`src/rtl/mux_sel_sequencer.sv`:
```
// Scan engine for a downstream 4:1 mux: presents a latched data word, steps the select
// through the enabled channels in ascending order and samples the mux output per channel.
//
// state | meaning
// IDLE  | waiting for start; outputs hold the last scan
// SCAN  | dwelling on the channel in mux_sel, sampling mux_y on its last dwell cycle
// DONE  | one-cycle completion pulse, result is final
module mux_sel_sequencer #(
    parameter int DWELL = 1,
    parameter int CNT_W = 8
) (
    input  logic       clk,
    input  logic       rst,
    input  logic       start,
    input  logic [3:0] data_in,
    input  logic [3:0] ch_en,
    input  logic       mux_y,
    output logic [3:0] mux_i,
    output logic [1:0] mux_sel,
    output logic       busy,
    output logic       done,
    output logic [3:0] result
);

    typedef enum logic [1:0] {IDLE, SCAN, DONE} state_t;

    localparam logic [CNT_W-1:0] LAST = CNT_W'(DWELL - 1);

    state_t           state_q, state_d;
    logic [3:0]       mux_i_q, mux_i_d;
    logic [1:0]       sel_q, sel_d;
    logic [3:0]       en_q, en_d;
    logic [CNT_W-1:0] cnt_q, cnt_d;
    logic [3:0]       result_q, result_d;
    logic             busy_q, busy_d;
    logic             done_q, done_d;

    logic [1:0]       first_sel;
    logic [1:0]       next_sel;
    logic             has_next;

    always_ff @(posedge clk or posedge rst) begin
        if (rst) begin
            state_q  <= IDLE;
            mux_i_q  <= '0;
            sel_q    <= '0;
            en_q     <= '0;
            cnt_q    <= '0;
            result_q <= '0;
            busy_q   <= 1'b0;
            done_q   <= 1'b0;
        end else begin
            state_q  <= state_d;
            mux_i_q  <= mux_i_d;
            sel_q    <= sel_d;
            en_q     <= en_d;
            cnt_q    <= cnt_d;
            result_q <= result_d;
            busy_q   <= busy_d;
            done_q   <= done_d;
        end
    end

    always_comb begin
        state_d   = state_q;
        mux_i_d   = mux_i_q;
        sel_d     = sel_q;
        en_d      = en_q;
        cnt_d     = cnt_q;
        result_d  = result_q;
        busy_d    = 1'b0;
        done_d    = 1'b0;
        first_sel = 2'd0;
        next_sel  = sel_q;
        has_next  = 1'b0;

        // Descending scans so the last hit is the lowest qualifying index.
        for (int j = 3; j >= 0; j--) begin
            if (ch_en[j]) first_sel = 2'(j);
            if (en_q[j] && (j > int'(sel_q))) begin
                next_sel = 2'(j);
                has_next = 1'b1;
            end
        end

        case (state_q)
            IDLE: begin
                if (start) begin
                    mux_i_d  = data_in;
                    en_d     = ch_en;
                    result_d = '0;
                    busy_d   = 1'b1;
                    if (ch_en != 4'b0000) begin
                        sel_d   = first_sel;
                        cnt_d   = '0;
                        state_d = SCAN;
                    end else begin
                        done_d  = 1'b1;
                        state_d = DONE;
                    end
                end
            end
            SCAN: begin
                busy_d = 1'b1;
                if (cnt_q < LAST) begin
                    cnt_d = cnt_q + 1'b1;
                end else begin
                    result_d[sel_q] = mux_y;
                    cnt_d           = '0;
                    if (has_next) begin
                        sel_d = next_sel;
                    end else begin
                        done_d  = 1'b1;
                        state_d = DONE;
                    end
                end
            end
            DONE: begin
                state_d = IDLE;
            end
            default: begin
                state_d = IDLE;
            end
        endcase
    end

    assign mux_i   = mux_i_q;
    assign mux_sel = sel_q;
    assign busy    = busy_q;
    assign done    = done_q;
    assign result  = result_q;

endmodule
```
`config.mk`:
```
export PLATFORM = sky130hd
export DESIGN_NAME = mux_sel_sequencer
export DESIGN_NICKNAME = d
export VERILOG_FILES = /design/src/rtl/mux_sel_sequencer.sv
export SDC_FILE = /design/constraint.sdc
export NUM_CORES = 1
export LEC_CHECK = 0
export ABC_AREA = 1
export CORE_UTILIZATION = 48
export CTS_BUF_LIST = sky130_fd_sc_hd__clkbuf_4 sky130_fd_sc_hd__clkbuf_8
export DETAILED_ROUTE_END_ITERATION = 8
export MAX_ROUTING_LAYER = met4
export PLACE_DENSITY = 0.77
export SYNTH_ARGS = -nofsm -noshare
export SYNTH_HDL_FRONTEND = slang
export SYNTH_SLANG_ARGS = --single-unit
```
`constraint.sdc`:
```
create_clock -name clk -period 1.32 [get_ports clk]
set_input_delay 0.33 -clock clk [delete_from_list [all_inputs] [get_ports clk]]
set_output_delay 0.33 -clock clk [all_outputs]
set_load 0.05 [all_outputs]
```
== Yosys cells after proc, flatten, opt, wreduce, memory -nomap -nowiden ==
Index checks and enable logic that the tools add are counted.
Word-level totals
  flip-flop bits (word level): 26
  input bits: 12
Cells by class
  $add $sub $neg: 1
  magnitude comparators: 6
  equality and inequality tests: 7
  mux-type cells: 37
  reduce and logical (&&, ||, !) cells: 12
Operator list (count)
  2-bit 2-to-1 mux: 15
  8-bit 2-to-1 mux: 3
  8-bit case mux with 2 select lines: 1
  2-bit inequality test (second input constant): 5
  1-bit 2-to-1 mux: 9
  3-bit AND reduction: 3
  8-bit by 1-bit adder with 8-bit output (second input constant): 1
  8-bit by 1-bit < comparator with 1-bit output (second input constant): 1
  4-bit 2-to-1 mux: 2
  2-bit case mux with 2 select lines: 2
  4-bit case mux with 2 select lines: 1
  6-bit AND reduction: 1
  4-bit bitwise mux: 1
  2-bit greater-than comparator (first input constant): 2
  1-bit logical AND: 4
  4-bit inequality test (second input constant): 1
  1-bit case mux with 2 select lines: 2
  4-bit nonzero test: 1
  2-bit by 3-bit < comparator with 1-bit output (second input constant): 1
  1-bit demux with 2-bit select: 1
  2-bit by 1-bit equality test with 1-bit output (second input constant): 1
  2-bit by 1-bit greater-or-equal comparator with 1-bit output (second input constant): 1
  1-bit by 2-bit greater-than comparator with 1-bit output (first input constant): 1
  2-bit logical NOT: 1
  other kinds (2): 2

== Longest topological paths before layout ==
  depth in word-level cells: 8
  mapped depth: 8
  gate-level depth less buffers: 8

== Least setup slack after synthesis ==
No wires, ideal clock.
  path kind: reg2reg
  start point: register sel_q[1] (netlist: mux_sel[1])
  end point: register sel_q[1] (netlist: mux_sel[1])
  data arrival time: 1268 ps
  slack: -67 ps
  cell stages (with the launch flop): 8
  path buffers: 0
  clock period less this slack: 1387 ps
  cell sequence: dfrtp_1 -> nand2_1 -> nand2_2 -> nand2_2 -> nor2_4 -> nor2_4 -> nand2_1 -> nand2_1
Between the ends
  longest elaborated chain between the ends: 7
Ends and longest elaborated chain
  start: declaration: RTL line 31  | logic [1:0] sel_q, sel_d;
  start signal: assignment: RTL line 55  | sel_q <= sel_d;
  2-bit greater-than comparator: RTL line 80  | if (en_q[j] && (j > int'(sel_q))) begin
  1-bit logical AND: RTL line 80
  1-bit 2-to-1 mux / 2-bit 2-to-1 mux (equally long branches) (2 in series): RTL line 80
  1-bit 2-to-1 mux / 2-bit 2-to-1 mux (equally long branches): RTL line 80, 110
  2-bit inequality test (no line) / 2-bit 2-to-1 mux (equally long branches)
  6-bit AND reduction (no line) / 2-bit case mux with 2 select lines (equally long branches)
Parallel ways exist; a longest one is shown, timed or not. The select of a mux whose other input is x is not followed.
A chain may end at the register's enable or synchronous reset.

== Worst setup path after layout ==
  start point: register sel_q[0] (netlist: mux_sel[0])
  end point: output port mux_sel[0]
RTL lines
  end: declaration: RTL line 19  | output logic [1:0] mux_sel,
No word-level cell between the ends.

==> flow_summary.yaml <==
final_layout:
  drive_gt1_share_pct: 29.66
  antenna_cells: 0
  area_growth_pct: 51.22
  final_common_cell: "nand2_1"
  final_cell_mix: "20 x nand2_1, 15 x dfrtp_1, 12 x buf_12, 11 x inv_1, 11 x clkdlybuf4s50_1"
  fin_nets: 131
  fin_cells: 134
clocking:
  cts_sinks: 17
  cts_hold_buf: 0
  post_cts_resized: 0
  cts_root_buf: "clkbuf_4"
  h-tree-depth: 1
  cts.clk_slew.worst_paths_ps: 110
  cts_setup_buffers: 0
  cts_tree: "done"
  clock_latency_ps: 300
  cts_buffer_depth: 2
  cts_buffers: 3
worst_setup_path:
  cp.arrival_ps: 940
  critPathKind: "register to output pin"
  start_kind: "register"
  critPathBufInv: 1
  reg2reg_slack_ps: 110
  critPathMaxStageDelay_ps: 470
  crit_chain: "buf_12"
  reg2reg_to: "mux_sel[1]"
  reg2reg_depth: 6
  end_kind: "output pin"
  critPathTopFamily: "flip-flops"
  worstReg2RegStart: "mux_sel[0]"
  cp_max_fo: 5
  cp.required_ps: 990
  crit_slowest_cell: "dfrtp_2"
route:
  routedWlPerCell_um: 13.60
  vias: 706
  viasPerCell: 5.269
  finalWirelength_um: 1822
  first_iter_violations: 24
  drc_errors: 0
  first_pass_iters: 5
  ant_nets: 0
synthesis:
  netlist_instances: 88
  yosysUniqueCellTypes: 17
  synth.net_count: 100
  synth_area_um2: 818.3
  yosys_warnings: 0
  synth_top_area_share_pct: 51.99
  yosysSeqAreaShare_pct: 51.99
  yosysTopAreaCell: "dfrtp_1"
  ys_top_cells_by_area: "dfrtp_1 52%, nand2_1 9.2%, mux2_4 7.3%"
  ys_ff_latch: 17
  syn_area_per_cell_um2: 9.299
place:
  place.port_buffers: 23
  place_inst: 130
  hpwlAfterDp_um: 1336
  gp_congestion: 0.8863
global_routing:
  antenna_found_initial: 0
  grt_start_max_net_pins: 18
  grt_pass1_vias: 702
  overflow: 0
  grt_pass1_wl_um: 3132
  grt.total_usage_pct: 23.88
timing:
  fin_crit_sh_pct: 96.25
  min_period_ps: 1271
  worst_pin_slew_ps: 225.1
  hold_viol: 0
  finClkSkew_ps: 12.35
  timing.fmax_mhz: 787.1
  relSlewSlack_pct: 85.00
  rsz0062_at_grt: "false"
  tns_ps: 0
  maxSlewViolCount: 0
  setup_viol: 0
floorplanning:
  ios: 24
  die_w_um: 43.29
  die-area_um2: 1874
  core_area_um2: 1541
  start_util_pct: 53.08
  num_rows: 14
  die_h_um: 43.29
hold_path:
  min_path_type: "input port to async pin"
job:
  maxCapViolCount: 0
power_and_ir_drop:
  p_leak_nw: 0.6069
  power.density_nw_per_um2: 2973
  peakVddDrop_v: 0.001758
outcome:
  status: "completed"
==> worst max-delay path by stage <==
stage / startpoint / end / slack (ps) / cells after the start
after floorplan: mux_sel[1] / mux_sel[1] / 120 / 7
after global placement: start / done / -130 / 4
after detailed placement: start / done / -190 / 4
after CTS: mux_sel[1] / mux_sel[1] / 50 / 1
after global routing: mux_sel[1] / mux_sel[1] / 20 / 1
final: mux_sel[0] / mux_sel[0] / 50 / 1
==> stage by stage <==
step                power [mW]  utilization (%)  setup slack [ps]  hold WS (ps)  instance area (um2)
floorplan                2.336                -             123.2         255.9                820.8
global placement         3.320            78.49            -130.7         479.6                 1210
detailed placement       3.390            78.49            -187.3         483.1                 1210
CTS                      3.683            80.28             54.19         343.8                 1237
global route             3.888            80.28             15.50         357.1                 1237
finish                   3.679            80.28             49.44         332.3                 1237
==> where the power goes <==
part / switching [mW] / leakage, nW / internal, mW / total [mW]
clock network: 0.171 / 0.0177 / 0.113 / 0.284
logic: 1.28 / 0.383 / 1.07 / 2.35
registers: 0.270 / 0.206 / 0.776 / 1.05
==> metal layers <==
metal,GRT usage [%],wire length [um],up-vias
li1,-,-,343
met1,28.77,763,328
met2,38.51,898,30
met3,6.383,132,5
met4,8.485,27,0
met5,-,0,-
==> cell type report <==
cell class	count	area (um2)
timing repair buffer	27	380.4
clock inverter	1	5.005
fill	102	304.0
tap	16	20.02
sequential	17	427.9
multi-input combinational	58	336.6
clock buffer	3	22.52
inverter	12	45.04
==> cells in the mapped netlist <==
library cell,count
nand2_1,20
dfrtp_1,17
inv_1,11
nand3_1,6
nor2_1,5
o21ai_1,5
mux2_4,4
nand2_2,4
o211ai_1,4
o21ai_0,3
nor2_4,2
o22ai_1,2
a21oi_1,1
buf_6,1
inv_2,1
nand2_4,1
nor2_2,1
==> sequential cells by signal (all words and copies together) (netlist names) <==
name / flops
state_q: 2
busy: 1
en_q: 3
mux_sel: 2
done: 1
result: 4
mux_i: 4
==> logic make-up after synthesis <==
family / count (synthesis) / synth area share [%]
simple gates: 39 / 23.09
compound gates: 15 / 10.70
flops: 17 / 51.99
buf+inv: 13 / 6.880
mux: 4 / 7.340
No activity file was read; power rests on OpenSTA's default activity.
